File: src/rtl/fetch_unit.sv
// Instruction-fetch stage: owns the PC, issues word requests to instruction memory, feeds F/D.
// Latency: outputs are combinational from state and the memory response; zero-wait memory gives one instruction per cycle.
// Backpressure: stall_F parks an acked word in hold_buf; a redirect while a request is outstanding drains one stale ack.
module fetch_unit #(
   parameter int                    PC_WIDTH    = 11,
   parameter int                    INSTR_WIDTH = 16,
   parameter logic [PC_WIDTH-1:0]   RESET_PC    = '0
) (
   input  logic                     clk,
   input  logic                     reset,
   input  logic                     stall_F,
   input  logic                     redirect_valid,
   input  logic [PC_WIDTH-1:0]      redirect_pc,
   output logic                     imem_req,
   output logic [PC_WIDTH-1:0]      imem_addr,
   input  logic                     imem_ack,
   input  logic [INSTR_WIDTH-1:0]   imem_rdata,
   output logic [INSTR_WIDTH-1:0]   instr_out,
   output logic [PC_WIDTH-1:0]      pc_out,
   output logic                     fetch_valid
);

   typedef enum logic [1:0] {
      S_IDLE,
      S_FETCH,
      S_HOLD,
      S_DRAIN
   } state_t;

   state_t                 state_q, state_d;
   logic [PC_WIDTH-1:0]    pc_q, pc_d;
   logic [INSTR_WIDTH-1:0] hold_buf_q, hold_buf_d;
   logic [PC_WIDTH-1:0]    drain_addr_q, drain_addr_d;
   logic [PC_WIDTH-1:0]    pc_inc;

   assign pc_inc = pc_q + PC_WIDTH'(1);

   // Next-state and output decode; a redirect overrides stall and ack in every state.
   always_comb begin
      state_d      = state_q;
      pc_d         = pc_q;
      hold_buf_d   = hold_buf_q;
      drain_addr_d = drain_addr_q;
      imem_req     = 1'b0;
      imem_addr    = pc_q;
      instr_out    = '0;
      pc_out       = pc_q;
      fetch_valid  = 1'b0;

      case (state_q)
         S_IDLE: begin
            state_d = S_FETCH;
            if (redirect_valid) begin
               pc_d = redirect_pc;
            end
         end

         S_FETCH: begin
            imem_req  = 1'b1;
            imem_addr = pc_q;
            if (redirect_valid) begin
               pc_d = redirect_pc;
               if (!imem_ack) begin
                  // Request still in flight: remember its address so it stays stable until the stale ack.
                  drain_addr_d = pc_q;
                  state_d      = S_DRAIN;
               end
            end else if (imem_ack) begin
               instr_out   = imem_rdata;
               fetch_valid = 1'b1;
               if (stall_F) begin
                  hold_buf_d = imem_rdata;
                  state_d    = S_HOLD;
               end else begin
                  pc_d = pc_inc;
               end
            end
         end

         S_HOLD: begin
            if (redirect_valid) begin
               pc_d    = redirect_pc;
               state_d = S_FETCH;
            end else begin
               instr_out   = hold_buf_q;
               fetch_valid = 1'b1;
               if (!stall_F) begin
                  pc_d    = pc_inc;
                  state_d = S_FETCH;
               end
            end
         end

         S_DRAIN: begin
            imem_req  = 1'b1;
            imem_addr = drain_addr_q;
            if (redirect_valid) begin
               pc_d = redirect_pc;
            end
            if (imem_ack) begin
               state_d = S_FETCH;
            end
         end

         default: begin
            state_d = S_IDLE;
         end
      endcase
   end

   // State registers with asynchronous active-high reset.
   always_ff @(posedge clk or posedge reset) begin
      if (reset) begin
         state_q      <= S_IDLE;
         pc_q         <= RESET_PC;
         hold_buf_q   <= '0;
         drain_addr_q <= RESET_PC;
      end else begin
         state_q      <= state_d;
         pc_q         <= pc_d;
         hold_buf_q   <= hold_buf_d;
         drain_addr_q <= drain_addr_d;
      end
   end

endmodule

File: config.mk
export PLATFORM = sky130hd
export DESIGN_NAME = fetch_unit
export DESIGN_NICKNAME = d
export VERILOG_FILES = /design/src/rtl/fetch_unit.sv
export SDC_FILE = /design/constraint.sdc
export NUM_CORES = 1
export LEC_CHECK = 0
export BUFFER_PORTS_ARGS = -buffer_cell sky130_fd_sc_hd__buf_2
export CORE_ASPECT_RATIO = 0.75
export CORE_MARGIN = 4
export CORE_UTILIZATION = 45
export CTS_CLUSTER_DIAMETER = 50
export DETAILED_ROUTE_END_ITERATION = 7
export PLACE_DENSITY = 0.84
export SETUP_SLACK_MARGIN = 0.02
export SYNTH_ARGS = -nofsm -noshare
export SYNTH_HDL_FRONTEND = slang
export SYNTH_SLANG_ARGS = --single-unit
File: constraint.sdc
create_clock -name clk -period 1.7 [get_ports clk]
set_input_delay 0.17 -clock clk [delete_from_list [all_inputs] [get_ports clk]]
set_output_delay 0.17 -clock clk [all_outputs]
set_load 0.03 [all_outputs]
-- Word-level counts from Yosys, hierarchy flattened
Cells that the tools add are included.
- equality and inequality tests: 9
- mux-type cells: 24
- bitwise logic cells: 2
- add/sub/neg operators: 1
- reduce and logical (&&, ||, !) cells: 7
- operators with widths (kind ; number):
    $mux W11 ; 6
    $mux W16 ; 3
    $pmux W11 S3 ; 1
    $pmux W16 S2 ; 1
    $mux W2 ; 7
    $ne A3 B3 Y1 const B ; 4
    $add A11 B1 Y11 const B ; 1
    $pmux W2 S4 ; 1
    $reduce_and A5 Y1 ; 1
    $eq A2 B2 Y1 const B ; 2
    $mux W1 ; 4
    $reduce_and A4 Y1 ; 1
    $reduce_or A2 Y1 ; 2
    $reduce_and A3 Y1 ; 1
    $eq A2 B1 Y1 const B ; 1
    $logic_not A2 Y1 ; 1
    $ne A2 B1 Y1 const B ; 1
    $ne A2 B2 Y1 const B ; 1
    $not A1 Y1 ; 2
    $pmux W1 S2 ; 1
    $reduce_and A2 Y1 ; 1
- input port bits: 32
- output and inout bits: 40
- flip-flop bits (word level): 40

-- Logic depth before layout (Yosys ltp)
Gate-level depths: netlist of run 1.
- word-level depth: 5
- depth in mapped cells: 7
- gate-level depth less buffers: 6

-- Worst setup path after synthesis of run 1
Ideal clock, no wire load.
- path kind: register -> output
- start point: reg state_q[1]
- end point: out instr_out[11]
- stages on the path, launching flop included: 8
- path buffers: 2
- path slack: -0.098 ns
- data arrival time: 1.628 ns
- data required time: 1.530 ns
- cell sequence: dfrtp_1 inv_1 ha_1 and3_1 buf_6 buf_2 a22oi_1 nor2_1
- word-level cells in the longest chain between the ends: 2
- elaborated cells on any way between the ends: 3
- ends and longest elaborated chain (item ; RTL line ; text):
    start: declaration ; 30 ; state_t state_q, state_d;
    start signal: assignment ; 119 ; state_q <= state_d;
    $eq A2 B2 Y1 / $eq A2 B1 Y1 (equally long branches) ; 50 ; case (state_q)
    $pmux W16 S2 (*) ; 50 ;
    end: declaration ; 18 ; output logic [INSTR_WIDTH-1:0] instr_out,
Every way passes the cells marked *; elsewhere a longest branch is shown, timed or not.

-- Final worst setup path of run 1
- start point: reg state_q[1]
- end point: out instr_out[5]
Same word-level chain as after synthesis.

==> Implementation_results.wiki, run 1 <==
{| class="wikitable"
! Metric !! Value
|-
| Initial Utilization || 46.6%
|-
| Ratio of routed vias to standard cells || 6.20
|-
| Num Clock Sinks || 40
|-
| Type of the most critical hold path || in -> async
|-
| Number of logic stages on the critical path including buffering || 7
|-
| Synthesized net count || 249
|-
| Deepest clock path buffer count || 2
|-
| WL/cell || 21.4 um
|-
| Most instantiated cells after synthesis || dfrtp_1 (40), mux2_2 (28), nor2_1 (21)
|-
| Number of maximum-capacitance constraint violations || 0
|-
| GRT busiest layer || met2
|-
| Status || finished with violations
|-
| Tcrit/Tclk final || 117%
|-
| Number of antenna-violating nets in the routed design || 0
|-
| R2R cell count || 8
|-
| Tightest hold margin || -0.00906 ns
|-
| Req. time, crit path || 1.53 ns
|-
| Grt met1 use || 26.5%
|-
| Relative max-transition margin || 66.2%
|-
| Vias after detailed routing || 2268
|-
| Combinational share of power || 61.3%
|-
| Cell with the largest stage delay on the worst path || dfrtp_1
|-
| Power dissipated by switching net loads || 0.00309 W
|-
| Worst setup skew after layout || 0.00517 ns
|-
| CTS H-Tree Depth || 2
|-
| Total overflow reported by the global router || 0
|-
| Classification of the worst setup path || reg -> out
|-
| Arrival time reported for the critical path endpoint || 1.83 ns
|-
| Global Route Usage Sum || 20.4%
|-
| Transition at the pin with the smallest max-transition slack || 0.507 ns
|-
| Library cell with the highest instance count after synthesis || dfrtp_1
|-
| Number of inserted filler cells in the final layout || 308
|-
| Via count of the first global-routing pass || 2068
|-
| Core Footprint || 0.00487 mm^2
|-
| Post-layout nets || 341
|-
| Violations in the final reports || negative hold slack, negative setup slack
|-
| Antenna diode count || 0
|-
| Crit-path cells || inv_2 > ha_4 > and3_4 > buf_12 > a22oi_1 > nor2_1 > buf_4
|-
| Share of cells above drive strength 1 || 60.8%
|-
| Kind of end point of the critical path || primary output
|-
| TritonCTS Buffers || 5
|-
| Post-DP HPWL || 4.03 mm
|-
| Height of the die || 69.5 um
|-
| Final RePlAce weighted congestion || 0.878
|-
| Cell type with the largest total area after synthesis || dfrtp_1
|-
| Total standard cell area after synthesis || 0.00227 mm^2
|-
| Post-synthesis sequential area ratio || 44.1%
|-
| Number of antenna violations at the first check in global routing || 0
|-
| Global routing met3 resource utilization || 4.01%
|-
| Post-cts hold buffer count || 0
|-
| Count of cell types in the netlist || 42
|-
| Post-layout power || 0.00667 W
|-
| CP Launch Type || register
|-
| Count of buffer and inverter cells on the critical path || 3
|-
| Yosys warns || 0
|-
| Clock root buffer || clkbuf_8
|-
| PwrDens || 2010 mW/mm^2
|-
| Setup violators final || 61
|-
| Summed negative setup slack over all endpoints || -10.27 ns
|-
| Port Buffers || 71
|-
| Final routed DRC violation total || 0
|-
| Io pins || 72
|-
| Shortest clock period the worst path allows after layout || 2.00 ns
|-
| Clock power share || 9.8%
|-
| Largest driver fanout on the critical path || 9
|-
| Number of detailed-routing iterations run before antenna repair || 5
|-
| First-pass GRT wire length || 10.4 mm
|-
| CTS clk-pin slew, worst paths || 0.08 ns
|-
| Area of all placed cells without fillers || 0.00332 mm^2
|-
| Synth Area per Inst || 10.6 um^2
|-
| Post-synth EDFFs || 0
|-
| Peak supply drop || 1.29 mV
|-
| Slowest cell delay on critical path || 0.45 ns
|-
| Maximum number of pins on one net before global-route repair || 41
|-
| CTS tree || built
|-
| Top cells by area, synth || dfrtp_1 (44%), mux2_2 (14%), mux2_4 (6.6%)
|-
| Fin. Hold Viols || 23
|-
| Net switching share of the total power || 46.3%
|-
| Number of violations reported at the end of detailed-routing iteration 0 || 310
|-
| #FFs+latches synth || 40
|-
| Standard cell area after detailed placement || 0.00277 mm^2
|-
| Setup repair after global routing missed its margin || true
|-
| Synthesis-to-finish area growth || 46.2%
|-
| Seq pwr share || 29.0%
|-
| Total detailed-routing wirelength || 7.84 mm
|-
| Leakage Power || 1.48 nW
|-
| Horizontal extent of the die || 90.0 um
|-
| Area share of the leading cell type in the synthesized netlist || 44.1%
|-
| Internal Pwr Total || 0.00358 W
|-
| Slew Viols, Final || 0
|-
| Final Worst Setup Slack || -0.295 ns
|-
| Cells after synthesis || 213
|-
| Top_reg_cell synth || dfrtp_1
|-
| Number of placement rows || 22
|-
| Clock latency of the later-clocked register in the worst-skew pair || 0.29 ns
|-
| Share of flip-flops with an asynchronous set or reset after synthesis || 100%
|-
| Post-Place Worst Slack || -0.0355 ns
|-
| Grt met2 use || 34.1%
|-
| Total die area || 0.00625 mm^2
|-
| Cell family contributing the most delay on the critical path || flip-flops
|-
| Upper clock frequency limit || 501 MHz
|}
-- per-layer routing --
metal | part of all wire, % | wire length [um]
met1 | 38 | 3010
met4 | 3.6 | 281
met2 | 49 | 3820
met5 | 0 | 0
met3 | 9.3 | 730
-- tightest hold or removal path: stages --
cell   delay, ns
buf_2       0.09
inv_1       0.04
buf_4       0.43
-- repair_timing --
action | 4_1_cts | 5_1_grt
setup endpoints to repair | 49 | 56
pin swaps | 7 | 14
setup buffers | 1 | 7
resized for setup | 41 | 41
cloned | 4 | 2
-- state kept, by name (all words and copies together), names as in the netlist --
register	flops
hold_buf_q	16
pc_out	11
state_q	2
drain_addr_q	11
-- stage by stage --
| stage | instances | utilization (%) |
|---|---|---|
| after floorplan | 213 | - |
| after global placement | 344 | 56.9 |
| after detailed placement | 344 | 56.9 |
| after CTS | 357 | 62.9 |
| after global routing | 366 | 68.1 |
| final | 366 | 68.1 |
-- worst paths after layout --
path,start,to,slack (ns)
worst max register to register,state_q[1],hold_buf_q[0],-0.23
min in group clk,imem_rdata[10],hold_buf_q[10],0.14
worst min-delay path,reset,drain_addr_q[1],-0.009
worst max-delay path,state_q[1],instr_out[5],-0.30
max in group asynchronous,reset,state_q[0],1.34
worst min register to register,drain_addr_q[10],drain_addr_q[10],0.51
-- layout make-up --
cell class / count / area [um^2] / area share, %
clock inverters: 2 / 10.0 / 0.302
well taps: 60 / 75.1 / 2.26
clock buffers: 6 / 82.6 / 2.49
inverters: 5 / 22.5 / 0.679
multi-input cells: 155 / 1380 / 41.7
flip-flops and latches: 40 / 1000 / 30.2
repair buffers: 98 / 741 / 22.3
-- layout by cell type, fill, tap and decap left out, types with 6 or more instances in the layout --
cell type / instances
nor2_2: 9
dfrtp_1: 39
buf_6: 12
mux2_4: 16
mux2_2: 22
a22oi_2: 13
buf_4: 25
nand2_1: 16
buf_2: 54
a21oi_1: 10
nor2_1: 12
clkbuf_8: 6
-- power by group through the flow --
stage	clock network, W	logic, W	registers (W)
after global placement	0	0.00324	0.00180
after CTS	0.000656	0.00358	0.00184
after floorplan	0	0.00219	0.00197
after detailed placement	0	0.00331	0.00183
after global routing	0.000724	0.00430	0.00199
final	0.000651	0.00409	0.00193
-- kinds of logic after synthesis --
family / share of synthesized area, %
compound gates: 16.2
xor+xnor: 0.386
fa+ha+maj: 2.21
buf+inv: 4.58
flops: 44.1
mux: 21.0
simple gates: 11.5
Power figures use the tool's default switching activity.
==> inputs of run 2 (changes only) <==
Settings changed: PLACE_DENSITY 0.84 to 0.81.
Clock period 1.7 ns to 2.35 ns, I/O delays scaled along.
==> run 2 against run 1 <==
Effect of this change: global-route usage shrank 3.4 points; core utilization down 11 points; cell area down 17%; sequential cell count is the same; combinational power is 46% lower; non-clock buffer count shrank 20; largest cell class unchanged; register-to-register slack improved by 0.74 ns; critical path type unchanged; the flow now finishes without violations; hold slack better by 0.11 ns; critical endpoint unchanged; clock power is 29% lower; routed wire length fell by 35%.
==> Implementation_results.wiki, run 2 (synthesis gave the netlist of run 1 again) <==
{| class="wikitable"
! Metric !! Value
|-
| R2R cell count || 6
|-
| Global Route Usage Sum || 16.9%
|-
| Post-cts hold buffer count || 0
|-
| Core Footprint || 0.00487 mm^2
|-
| Horizontal extent of the die || 90.0 um
|-
| CTS clk-pin slew, worst paths || 0.07 ns
|-
| CTS tree || built
|-
| Port Buffers || 71
|-
| Summed negative setup slack over all endpoints || 0 ns
|-
| Number of detailed-routing iterations run before antenna repair || 4
|-
| Number of violations reported at the end of detailed-routing iteration 0 || 128
|-
| Slew Viols, Final || 0
|-
| Total detailed-routing wirelength || 5.11 mm
|-
| Total overflow reported by the global router || 0
|-
| Post-layout nets || 320
|-
| Final routed DRC violation total || 0
|-
| Launch point of the worst reg-to-reg path || state_q[1]
|-
| Setup slack on the worst flop-to-flop path || 0.51 ns
|-
| Reg2Reg Capture Point || hold_buf_q[15]
|-
| Height of the die || 69.5 um
|-
| Upper clock frequency limit || 473 MHz
|-
| Number of antenna violations at the first check in global routing || 0
|-
| Ratio of routed vias to standard cells || 5.50
|-
| Number of maximum-capacitance constraint violations || 0
|-
| Relative max-transition margin || 45.4%
|-
| Clock root buffer || clkbuf_8
|-
| Shortest clock period the worst path allows after layout || 2.12 ns
|-
| Tcrit/Tclk final || 90.0%
|-
| Leakage Power || 1.31 nW
|-
| TritonCTS Buffers || 5
|-
| Total die area || 0.00625 mm^2
|-
| Total of cells resized after clock tree synthesis || 0
|-
| CTS H-Tree Depth || 2
|-
| Number of antenna-violating nets in the routed design || 0
|-
| First-pass GRT wire length || 8.65 mm
|-
| Classification of the worst setup path || reg -> out
|-
| Deepest clock path buffer count || 2
|-
| Register ranked first by flip-flop count || hold_buf_q
|-
| Clock latency of the later-clocked register in the worst-skew pair || 0.28 ns
|-
| Setup repair bufs after CTS || 0
|-
| PwrDens || 1450 mW/mm^2
|-
| Vias after detailed routing || 1899
|-
| Post-DP HPWL || 3.73 mm
|-
| Final RePlAce weighted congestion || 0.764
|-
| Req. time, crit path || 2.12 ns
|-
| Antenna diode count || 0
|-
| Io pins || 72
|-
| Highest-count cells in the layout ignoring fill and taps || buf_2 (71), dfrtp_1 (40), mux2_2 (28)
|-
| Setup repair after global routing missed its margin || false
|-
| Most common library cell in the layout ignoring fill and taps || buf_2
|-
| Maximum number of pins on one net before global-route repair || 28
|-
| Number of inserted filler cells in the final layout || 432
|-
| Arrival time reported for the critical path endpoint || 1.88 ns
|-
| Share of cells above drive strength 1 || 44.6%
|-
| WL/cell || 14.8 um
|-
| Transition at the pin with the smallest max-transition slack || 0.818 ns
|-
| Fin. Hold Viols || 0
|-
| Largest driver fanout on the critical path || 19
|-
| Type of the most critical hold path || in -> async
|-
| Initial Utilization || 46.6%
|-
| Post-layout power || 0.00400 W
|-
| CP Launch Type || register
|-
| Worst setup skew after layout || 0.00404 ns
|-
| Via count of the first global-routing pass || 1802
|-
| Status || complete, no violations
|-
| Flip-flop count of the largest register after layout || 16
|-
| Peak supply drop || 0.655 mV
|-
| Synthesis-to-finish area growth || 21.6%
|-
| Number of placement rows || 22
|-
| Setup violators final || 0
|-
| Kind of end point of the critical path || primary output
|-
| Num Clock Sinks || 40
|}
-- run 2: layout make-up --
cell class | count | area [um^2] | area share [%]
multi-input cells | 154 | 1160 | 42.2
flip-flops and latches | 40 | 1000 | 36.3
repair buffers | 78 | 408 | 14.8
inverters | 5 | 20.0 | 0.726
clock buffers | 8 | 90.1 | 3.27
well taps | 60 | 75.1 | 2.72
-- run 2: critical path, stage by stage (launching register included) --
cell and delay [ns]:
dfrtp_1 0.40, inv_1 0.08, ha_1 0.25, and3_1 0.18
buf_4 0.24, a22oi_1 0.12, nor2_1 0.11, buf_2 0.21
-- run 2: per-layer routing --
layer	GRT usage, %	share of wire (%)	wire [um]	up-vias
li1	-	-	-	918
met1	23.7	47	2410	930
met2	26.3	48	2430	45
met3	3.69	4.3	219	6
met4	5.26	1.1	57	0
met5	0	0	0	-
-- run 2: how the worst max path moves through the flow --
| stage | startpoint | endpoint | slack, ns | cells past startpoint |
|---|---|---|---|---|
| after floorplan | state_q[1] | instr_out[11] | 0.49 | 7 |
| after detailed placement | state_q[1] | hold_buf_q[2] | 0.54 | 6 |
| after global placement | state_q[1] | hold_buf_q[5] | 0.59 | 6 |
| final | state_q[1] | instr_out[5] | 0.23 | 7 |
| after global routing | state_q[1] | instr_out[9] | 0.09 | 7 |
| after CTS | state_q[1] | instr_out[5] | 0.24 | 7 |
-- run 2: metrics by stage --
stage / area [um^2] / utilization, % / setup WS (ns) / hold slack, ns / cells
4_1_cts: 2760 / 56.6 / 0.236 / 0.129 / 345
3_5_place_dp: 2670 / 54.8 / 0.535 / 0.442 / 337
6_report: 2760 / 56.6 / 0.234 / 0.0993 / 345
5_1_grt: 2760 / 56.6 / 0.0911 / 0.168 / 345
3_3_place_gp: 2670 / 54.8 / 0.594 / 0.443 / 337
2_1_floorplan: 2270 / - / 0.487 / 0.356 / 213
-- run 2: report_power, final --
group	switching, W	internal (W)	total, W
Clock	0.000222	0.000239	0.000461
Sequential	0.000301	0.00103	0.00133
Combinational	0.00132	0.000896	0.00221
